`config.mk`:
```
export PLATFORM = sky130hd
export DESIGN_NAME = sobel_window_ctrl_flat
export DESIGN_NICKNAME = d
export VERILOG_FILES = /design/src/rtl/sobel_pkg.sv /design/src/rtl/sobel_window_ctrl_if.sv /design/src/rtl/sobel_tag_pipe.sv /design/src/rtl/sobel_window_ctrl.sv /design/src/flat_wrapper.sv
export SDC_FILE = /design/constraint.sdc
export NUM_CORES = 1
export LEC_CHECK = 0
export CAP_MARGIN = 0
export CORE_UTILIZATION = 30
export DETAILED_ROUTE_END_ITERATION = 8
export GPL_ROUTABILITY_DRIVEN = 0
export PLACE_DENSITY_LB_ADDON = 0.3
export SYNTH_ARGS = -nofsm -noshare
export SYNTH_HDL_FRONTEND = slang
export SYNTH_SLANG_ARGS = --single-unit
```
`constraint.sdc`:
```
create_clock -name clk -period 2.7 [get_ports clk]
set_input_delay 0.81 -clock clk [delete_from_list [all_inputs] [get_ports clk]]
set_output_delay 0.81 -clock clk [all_outputs]
set_load 0.01 [all_outputs]
```
`src/rtl/sobel_pkg.sv`:
```
// Shared types and default geometry for the Sobel window sequencer.
package sobel_pkg;

   localparam int SOBEL_PIC_WIDTH  = 640;
   localparam int SOBEL_PIC_HEIGHT = 480;

   typedef enum logic [1:0] {
      IDLE,
      ACTIVE,
      DRAIN
   } state_t;

   typedef struct packed {
      logic live;
      logic interior;
   } tag_t;

   localparam tag_t TAG_NULL = '{live: 1'b0, interior: 1'b0};

endpackage

```
`src/rtl/sobel_window_ctrl_if.sv`:
```
// Pixel-stream handshake, line-buffer control and result flags of the Sobel window sequencer.
interface sobel_window_ctrl_if #(
   parameter int AW = 10
);
   logic          pix_valid;
   logic          pix_sof;
   logic          lb_wr_en;
   logic          lb_rd_en;
   logic [AW-1:0] lb_addr;
   logic          dp_valid;
   logic          out_valid;
   logic          out_border;
   logic          frame_done;
   logic          busy;
   logic          err_sof;

   modport master (
      output pix_valid, pix_sof,
      input  lb_wr_en, lb_rd_en, lb_addr, dp_valid, out_valid, out_border,
             frame_done, busy, err_sof
   );

   modport slave (
      input  pix_valid, pix_sof,
      output lb_wr_en, lb_rd_en, lb_addr, dp_valid, out_valid, out_border,
             frame_done, busy, err_sof
   );
endinterface

```
`src/rtl/sobel_tag_pipe.sv`:
```
// LAT-deep position-tag shift register; advances with the datapath and flushes to null.
module sobel_tag_pipe
   import sobel_pkg::*;
#(
   parameter int LAT = 2
) (
   input  logic clk,
   input  logic rst_n,
   input  logic en_i,
   input  logic flush_i,
   input  tag_t tag_i,
   output tag_t tag_o
);

   tag_t pipe_q [LAT];

   // NOTE: every stage is reset, because a stale live tag after reset would raise a spurious result.
   always_ff @(posedge clk or negedge rst_n) begin
      if (!rst_n) begin
         for (int i = 0; i < LAT; i++) pipe_q[i] <= TAG_NULL;
      end else if (en_i) begin
         pipe_q[0] <= tag_i;
         for (int i = 1; i < LAT; i++) pipe_q[i] <= flush_i ? TAG_NULL : pipe_q[i-1];
      end else if (flush_i) begin
         for (int i = 0; i < LAT; i++) pipe_q[i] <= TAG_NULL;
      end
   end

   assign tag_o = pipe_q[LAT-1];

endmodule

```
`src/rtl/sobel_window_ctrl.sv`:
```
// Raster sequencer for the 3x3 Sobel datapath: position tracking, line-buffer control, drain.
// Define SOBEL_WIN_BORDER_EN to flag every result and mark border positions via out_border.
module sobel_window_ctrl
   import sobel_pkg::*;
#(
   parameter int PIC_WIDTH  = SOBEL_PIC_WIDTH,
   parameter int PIC_HEIGHT = SOBEL_PIC_HEIGHT,
   parameter int LAT        = 2,
   parameter int AW         = 10
) (
   input logic          clk,
   input logic          rst_n,
   sobel_window_ctrl_if.slave bus
);

   localparam int CW = $clog2(PIC_WIDTH);
   localparam int RW = $clog2(PIC_HEIGHT);
   localparam int DW = (LAT > 1) ? $clog2(LAT) : 1;

   state_t        state_q, state_d;
   logic [CW-1:0] col_q, col_d, pcol;
   logic [RW-1:0] row_q, row_d, prow;
   logic [DW-1:0] drain_q, drain_d;
   logic          done_q, done_d;
   logic          dpv_q;
   logic          start, restart, accept, last_pix, drain_end, dp_valid;
   tag_t          push_tag, tag_out;

   // NOTE: every signal gets a default before the case so no path leaves it unassigned (no latch).
   always_comb begin
      start     = bus.pix_valid & bus.pix_sof;
      restart   = start & (state_q != IDLE);
      accept    = bus.pix_valid & (bus.pix_sof | (state_q == ACTIVE));
      pcol      = start ? '0 : col_q;
      prow      = start ? '0 : row_q;
      last_pix  = (pcol == CW'(PIC_WIDTH - 1)) && (prow == RW'(PIC_HEIGHT - 1));
      drain_end = (state_q == DRAIN) && (drain_q == DW'(LAT - 1));

      state_d = state_q;
      col_d   = col_q;
      row_d   = row_q;
      drain_d = drain_q;
      done_d  = 1'b0;

      if (state_q == DRAIN) begin
         drain_d = drain_q + 1'b1;
         if (drain_end) begin
            state_d = IDLE;
            drain_d = '0;
            done_d  = 1'b1;
         end
      end

      // An accepted pixel overrides the drain: a restart abandons the frame without frame_done.
      if (accept) begin
         drain_d = '0;
         done_d  = 1'b0;
         if (last_pix) begin
            state_d = DRAIN;
            col_d   = '0;
            row_d   = '0;
         end else begin
            state_d = ACTIVE;
            if (pcol == CW'(PIC_WIDTH - 1)) begin
               col_d = '0;
               row_d = prow + 1'b1;
            end else begin
               col_d = pcol + 1'b1;
               row_d = prow;
            end
         end
      end
   end

   // NOTE: state is updated with non-blocking assignments so all flops sample pre-edge values.
   always_ff @(posedge clk or negedge rst_n) begin
      if (!rst_n) begin
         state_q <= IDLE;
         col_q   <= '0;
         row_q   <= '0;
         drain_q <= '0;
         done_q  <= 1'b0;
         dpv_q   <= 1'b0;
      end else begin
         state_q <= state_d;
         col_q   <= col_d;
         row_q   <= row_d;
         drain_q <= drain_d;
         done_q  <= done_d;
         dpv_q   <= dp_valid;
      end
   end

   assign dp_valid          = accept | (state_q == DRAIN);
   assign push_tag.live     = accept;
   assign push_tag.interior = accept & (pcol >= CW'(2)) & (prow >= RW'(2));

   sobel_tag_pipe #(.LAT(LAT)) u_tag_pipe (
      .clk     (clk),
      .rst_n   (rst_n),
      .en_i    (dp_valid),
      .flush_i (restart),
      .tag_i   (push_tag),
      .tag_o   (tag_out)
   );

   assign bus.lb_wr_en   = accept;
   assign bus.lb_rd_en   = accept;
   assign bus.lb_addr    = accept ? AW'(pcol) : '0;
   assign bus.dp_valid   = dp_valid;
   assign bus.frame_done = done_q;
   assign bus.busy       = (state_q != IDLE);
   assign bus.err_sof    = restart;

   // Results are gated by the registered dp_valid so they never persist across input gaps.
`ifdef SOBEL_WIN_BORDER_EN
   assign bus.out_valid  = dpv_q & tag_out.live;
   assign bus.out_border = dpv_q & tag_out.live & ~tag_out.interior;
`else
   assign bus.out_valid  = dpv_q & tag_out.live & tag_out.interior;
   assign bus.out_border = 1'b0;
`endif

endmodule

```
`src/flat_wrapper.sv`:
```
// flat-port wrapper written by rule: the top's interface ports become plain ports
module sobel_window_ctrl_flat import sobel_pkg::*;
#(
   parameter int PIC_WIDTH  = SOBEL_PIC_WIDTH,
   parameter int PIC_HEIGHT = SOBEL_PIC_HEIGHT,
   parameter int LAT        = 2,
   parameter int AW         = 10
)
  (clk, rst_n, bus_pix_valid, bus_pix_sof, bus_lb_wr_en, bus_lb_rd_en, bus_lb_addr, bus_dp_valid, bus_out_valid, bus_out_border, bus_frame_done, bus_busy, bus_err_sof);
  sobel_window_ctrl_if #(.AW(AW)) bus_i ();
  input logic clk;
  input logic rst_n;
  input wire logic [$bits(bus_i.pix_valid)-1:0] bus_pix_valid;
  input wire logic [$bits(bus_i.pix_sof)-1:0] bus_pix_sof;
  output wire logic [$bits(bus_i.lb_wr_en)-1:0] bus_lb_wr_en;
  output wire logic [$bits(bus_i.lb_rd_en)-1:0] bus_lb_rd_en;
  output wire logic [$bits(bus_i.lb_addr)-1:0] bus_lb_addr;
  output wire logic [$bits(bus_i.dp_valid)-1:0] bus_dp_valid;
  output wire logic [$bits(bus_i.out_valid)-1:0] bus_out_valid;
  output wire logic [$bits(bus_i.out_border)-1:0] bus_out_border;
  output wire logic [$bits(bus_i.frame_done)-1:0] bus_frame_done;
  output wire logic [$bits(bus_i.busy)-1:0] bus_busy;
  output wire logic [$bits(bus_i.err_sof)-1:0] bus_err_sof;
  assign bus_i.pix_valid = bus_pix_valid;
  assign bus_i.pix_sof = bus_pix_sof;
  assign bus_lb_wr_en = bus_i.lb_wr_en;
  assign bus_lb_rd_en = bus_i.lb_rd_en;
  assign bus_lb_addr = bus_i.lb_addr;
  assign bus_dp_valid = bus_i.dp_valid;
  assign bus_out_valid = bus_i.out_valid;
  assign bus_out_border = bus_i.out_border;
  assign bus_frame_done = bus_i.frame_done;
  assign bus_busy = bus_i.busy;
  assign bus_err_sof = bus_i.err_sof;
  sobel_window_ctrl #(.PIC_WIDTH(PIC_WIDTH), .PIC_HEIGHT(PIC_HEIGHT), .LAT(LAT), .AW(AW)) u_core (.clk(clk), .rst_n(rst_n), .bus(bus_i));
endmodule
```
* Yosys cells after proc, flatten, opt, wreduce, memory -nomap -nowiden
Cells that the tools add are included.
** Word-level totals
- Bits in registers :: 28
- Bits of input ports :: 4
- Output and inout port bits :: 18
- Word-level logic and storage cells :: 55
** Operators by class
- $add $sub $neg :: 3
- $lt $le $gt $ge :: 2
- Equality and inequality tests :: 4
- Mux-type cells :: 20
- Bitwise gates (word level) :: 9
- Reductions and logical operators :: 7
** Operators by type and width (count)
- 10-bit two-way mux :: 4
- 9-bit two-way mux :: 3
- 10-bit by 1-bit adder with 10-bit output, second input constant :: 1
- 10-bit == test, second input constant :: 1
- 10-bit by 2-bit greater-or-equal comparator with 1-bit output, second input constant :: 1
- 2-bit two-way mux :: 5
- 9-bit by 1-bit adder with 9-bit output, second input constant :: 1
- 9-bit == test, second input constant :: 1
- 9-bit by 2-bit greater-or-equal comparator with 1-bit output, second input constant :: 1
- 4-bit two-way mux :: 2
- 2-bit nonzero test :: 4
- 1-bit bitwise AND :: 7
- 1-bit two-way mux :: 6
- 2-bit by 1-bit == test with 1-bit output, second input constant :: 1
- 2-bit == test, second input constant :: 1
- 1-bit logical AND :: 2
- 1-bit OR :: 2
- 2-bit AND reduction :: 1
- 1-bit adder, second input constant :: 1

* Depth between registers and ports, before layout
Gate-level depths: netlist of the first run.
- Word-level depth :: 6
- Mapped depth :: 11
- Gate-level depth less buffers :: 8

* By module
A second synthesis of the first run with hierarchy kept.
** Unflattened totals
- Cell total of the unflattened synthesis :: 202
- Area total of the unflattened synthesis :: 1771.7 µm²
** Modules (own cells, without submodules)
- sobel_window_ctrl :: instances 1, cells each 189, area an instance 1607.8 µm², sequential area each 600.6 µm²
- sobel_tag_pipe :: instances 1, cells each 13, area an instance 163.9 µm², sequential area each 100.1 µm²

* Worst setup path before layout of the first run
No wires, ideal clock.
- Path kind :: input port to flip-flop
- Start point :: input bus_pix_valid
- End point :: register u_core.row_q[4]
- Arrival :: 3.199 ns
- Data required time :: 2.622 ns
- Slack :: -0.577 ns
- Cell stages on the path :: 10
- Path buffers :: 3
- Path through :: nand2_1 > clkbuf_1 > clkbuf_1 > and2_1 > ha_1 > nand3_1 > or4_4 > buf_6 > or4_1 > a21oi_1
** Between the ends
- Cells in the longest elaborated chain, start to end :: 5
** Ends and longest elaborated chain
- start: declaration :: line flat_wrapper.sv:13 : input wire logic [$bits(bus_i.pix_valid)-1:0] bus_pix_valid;
- 1-bit bitwise AND :: line sobel_window_ctrl.sv:31 : start = bus.pix_valid & bus.pix_sof;
- 9-bit two-way mux or 10-bit two-way mux (tied branches) :: line sobel_window_ctrl.sv:35, sobel_window_ctrl.sv:34
- 9-bit by 1-bit adder with 9-bit output (tied with other cells) :: line sobel_window_ctrl.sv:66 : row_d = prow + 1'b1;
- 9-bit two-way mux or 1-bit logical AND (tied branches) :: line sobel_window_ctrl.sv:64, sobel_window_ctrl.sv:36
- 9-bit two-way mux :: line sobel_window_ctrl.sv:58 : if (last_pix) begin
- end signal: assignment :: line sobel_window_ctrl.sv:87 : row_q <= row_d;
- end: declaration :: line sobel_window_ctrl.sv:22 : logic [RW-1:0] row_q, row_d, prow;
Several ways; a longest one is shown, not always the timed one.
A chain may end at the register's enable or synchronous reset.

* Final worst setup path of the first run
- Start point :: input bus_pix_valid
- End point :: output bus_lb_addr[7]
** Between the ends
- Cells in the longest elaborated chain, start to end :: 3
** Ends and longest elaborated chain
- 1-bit bitwise AND :: line sobel_window_ctrl.sv:31
- 10-bit two-way mux :: line sobel_window_ctrl.sv:34 : pcol = start ? '0 : col_q;
- 10-bit two-way mux (*) :: line sobel_window_ctrl.sv:109 : assign bus.lb_addr = accept ? AW'(pcol) : '0;
- end: declaration :: line flat_wrapper.sv:17 : output wire logic [$bits(bus_i.lb_addr)-1:0] bus_lb_addr;
Mark *: on every way between the ends. The rest lies on a longest branch, timed or not.

==> impl_metrics.env, run 1 <==
export IMPL_clock_latency_ps=280
export IMPL_switching_share=0.287
export IMPL_antenna_found_initial=0
export IMPL_r2r_start="u_core.col_q[7]"
export IMPL_worstHoldPathType="reg2reg"
export IMPL_p_leak_uw=0.00111
export IMPL_place_inst=315
export IMPL_cap_violations=0
export IMPL_p_clk_frac=0.290
export IMPL_syn_inst=197
export IMPL_critPathArrivalTime_ps=1860
export IMPL_status="completed"
export IMPL_synth_area_per_cell_um2=8.71
export IMPL_pre_cts_ws_ps=-662
export IMPL_pin_count=22
export IMPL_drive_above_1_share=0.273
export IMPL_fin_crit_ps=2670
export IMPL_min_delay_start="u_core.u_tag_pipe.tag_o[0]"
export IMPL_viasPerCell=5.26
export IMPL_cp_max_fo=4
export IMPL_die_w_um=77.6
export IMPL_dieArea_um2=6020
export IMPL_setup_slack_ps=27.4
export IMPL_intPower_uw=666
export IMPL_fillers=545
export IMPL_slew_viol_final=0
export IMPL_antenna_cells=0
export IMPL_switchingPower_uw=268
export IMPL_grt_pass1_wl_mm=7.96
export IMPL_die_h_um=77.6
export IMPL_final_antenna_net_count=0
export IMPL_firstDrtPassIters=4
export IMPL_coreArea_um2=5510
export IMPL_dp_hpwl_mm=3.45
export IMPL_mappedNetlistArea_um2=1720
export IMPL_rsz0062_at_grt="no"
export IMPL_crit_required_ps=1890
export IMPL_clk_pin_slew_worst_paths_ps=100
export IMPL_hold_viol=0
export IMPL_areaGrowthSynthToFinish_pct=36.3
export IMPL_yosysTopAreaCell="dfrtp_1"
export IMPL_cts_buffer_depth=2
export IMPL_grt_ovfl_total=0
export IMPL_setup_viol=0
export IMPL_cp_depth=7
export IMPL_root_buffer="clkbuf_8"
export IMPL_nets=262
export IMPL_ys_seq_elements=28
export IMPL_crit_slowest_cell="and3b_2"
export IMPL_yosys_area_top_type_share=0.408
export IMPL_fmax_mhz=374
export IMPL_yosysSeqAreaShare=0.408
export IMPL_first_iter_violations=97
export IMPL_powerDensity_nw_per_um2=399
export IMPL_wl_per_cell_um=14.6
export IMPL_final_util=0.424
export IMPL_cts_hold_buf=0
export IMPL_synthTopCellsByArea="dfrtp_1 (41%), and3_1 (5.5%), nand2_1 (4.8%)"
export IMPL_r2r_slack_ps=560
export IMPL_synth_flop_cell="dfrtp_1"
export IMPL_critPathTopFamily="buffers and inverters"
export IMPL_p_seq_frac=0.501
export IMPL_period_share=0.990
export IMPL_p_comb_frac=0.209
export IMPL_numCtsBuffers=3
export IMPL_grtUsageTotal=0.168
export IMPL_most_common_layout_cells="buf_4 (42), dfrtp_1 (28), nand2_1 (21)"
export IMPL_grt_pass1_vias=1599
export IMPL_yosysUniqueCellTypes=48
export IMPL_cts_sinks=28
export IMPL_crit_chain="buf_2, and3b_2, buf_6, buf_4, buf_4, and3_1, buf_2"
export IMPL_drc=0
export IMPL_power_uw=934
export IMPL_hold_path_depth=2
export IMPL_cts_max_level=1
export IMPL_reg2reg_to="u_core.row_q[2]"
export IMPL_ys_warn_count=0
export IMPL_reg2reg_depth=4
export IMPL_skew_ps=2.81
export IMPL_fin_cells=325
export IMPL_synth_async_reset_ratio=1.00
export IMPL_dr_total_vias=1709
export IMPL_num_rows=27
export IMPL_slowest_delay_ps=250
export IMPL_start_util=0.312
export IMPL_end_kind="output pin"
export IMPL_grt_start_max_net_pins=29
export IMPL_crit_type="in2out"
export IMPL_synth_edf_count=0
export IMPL_worst_setup_path_start_kind="primary input"
export IMPL_worst_hold_path_endpoint="u_core.u_tag_pipe.tag_o[0]"
export IMPL_port_buffers=20
export IMPL_vdd_drop_max_mv=0.231
export IMPL_final_common_cell="buf_4"
export IMPL_cp_num_buf_inv=5
export IMPL_syn_nets=205
export IMPL_routed_wl_mm=4.74
export IMPL_cts_tree="built"
[stage by stage]
stage / hold WS, ps / setup TNS, ps / area [um2]
5_1_grt: 518 / 0 / 2340
6_report: 479 / 0 / 2340
2_1_floorplan: 440 / 0 / 1770
4_1_cts: 485 / 0 / 2330
3_5_place_dp: 462 / -16170 / 2270
3_3_place_gp: 457 / -15770 / 2270
[layer usage]
metal,GRT usage,vias to the layer above,part of all wire
met4,0.0245,0,0.0061
li1,-,842,-
met2,0.268,51,0.46
met5,0,-,0
met1,0.238,812,0.49
met3,0.0341,4,0.043
[cell families after synthesis]
logic type	Yosys count	share of synthesized area
simple gates	94	0.299
xor+xnor	2	0.0102
fa+ha+maj	4	0.0292
flops	28	0.408
compound gates	47	0.188
other cells	1	0.00219
mux	1	0.00584
buf+inv	20	0.0569
[cells in the mapped netlist, types with 2 or more instances]
| master | number |
|---|---|
| dfrtp_1 | 28 |
| nand2_1 | 22 |
| and3_1 | 15 |
| nand3_1 | 12 |
| nor2_1 | 12 |
| o21ai_0 | 12 |
| clkbuf_1 | 8 |
| inv_1 | 8 |
| a21oi_1 | 7 |
| o31ai_1 | 7 |
| nor4_1 | 5 |
| ha_1 | 4 |
| nand4_1 | 4 |
| a21o_1 | 3 |
| and2_1 | 3 |
| nor3_1 | 3 |
| a21boi_0 | 2 |
| a31oi_1 | 2 |
| buf_4 | 2 |
| buf_6 | 2 |
| nand2b_1 | 2 |
| nor2b_1 | 2 |
| nor3b_1 | 2 |
| o2111ai_1 | 2 |
| o311ai_0 | 2 |
| o41ai_1 | 2 |
| or4_1 | 2 |
| xnor2_1 | 2 |
[repair_timing]
action	4_1_cts	5_1_grt
gates cloned	0	0
pin swaps	1	0
endpoints found under the hold margin	0	0
setup buffers	5	1
gates resized for setup	47	5
endpoints found under the setup margin	30	5
[registers in the layout (all words and copies together) (netlist names)]
register	count
u_core.bus.frame_done	1
u_core.col_q	10
u_core.dpv_q	1
u_core.drain_q	1
u_core.row_q	9
u_core.state_q	2
u_core.u_tag_pipe.pipe_q	2
u_core.u_tag_pipe.tag_o	2
[power by group through the flow]
stage / sequential (uW) / clock [uW] / combinational [uW]
3_3_place_gp: 476 / 0 / 192
3_5_place_dp: 475 / 0 / 195
4_1_cts: 467 / 283 / 196
2_1_floorplan: 465 / 0 / 103
6_report: 468 / 271 / 195
5_1_grt: 470 / 293 / 216
[cell type report]
class | count | area [um2] | area share
sequential | 28 | 701 | 0.300
tap | 72 | 90.1 | 0.0385
multi-input combinational | 149 | 972 | 0.416
inverter | 8 | 30.0 | 0.0128
clock buffer | 4 | 55.1 | 0.0236
timing repair buffer | 64 | 489 | 0.209
[tightest hold or removal path: cells and delay by family, from the launching register on]
family	cells	cell delay [ps]
and+or+nand+nor	1	40
AOI/OAI and AO/OA	1	50
DFF	1	350
[worst max-delay path by stage]
stage,start,slack (ps),to
3_5_place_dp,bus_pix_valid,-660,bus_lb_addr[2]
3_3_place_gp,bus_pix_valid,-630,bus_lb_addr[7]
4_1_cts,bus_pix_sof,5,bus_dp_valid
2_1_floorplan,bus_pix_valid,4,u_core.row_q[4]
6_report,bus_pix_valid,30,bus_lb_addr[7]
5_1_grt,bus_pix_valid,1,u_core.row_q[5]
(Power assumes the default switching activity.)
==> run 2: changes to the inputs <==
- HOLD_SLACK_MARGIN: default -> 0.02
==> results of run 2 <==
Same layout as run 1: the final DEF is identical, and so are final timing and power.
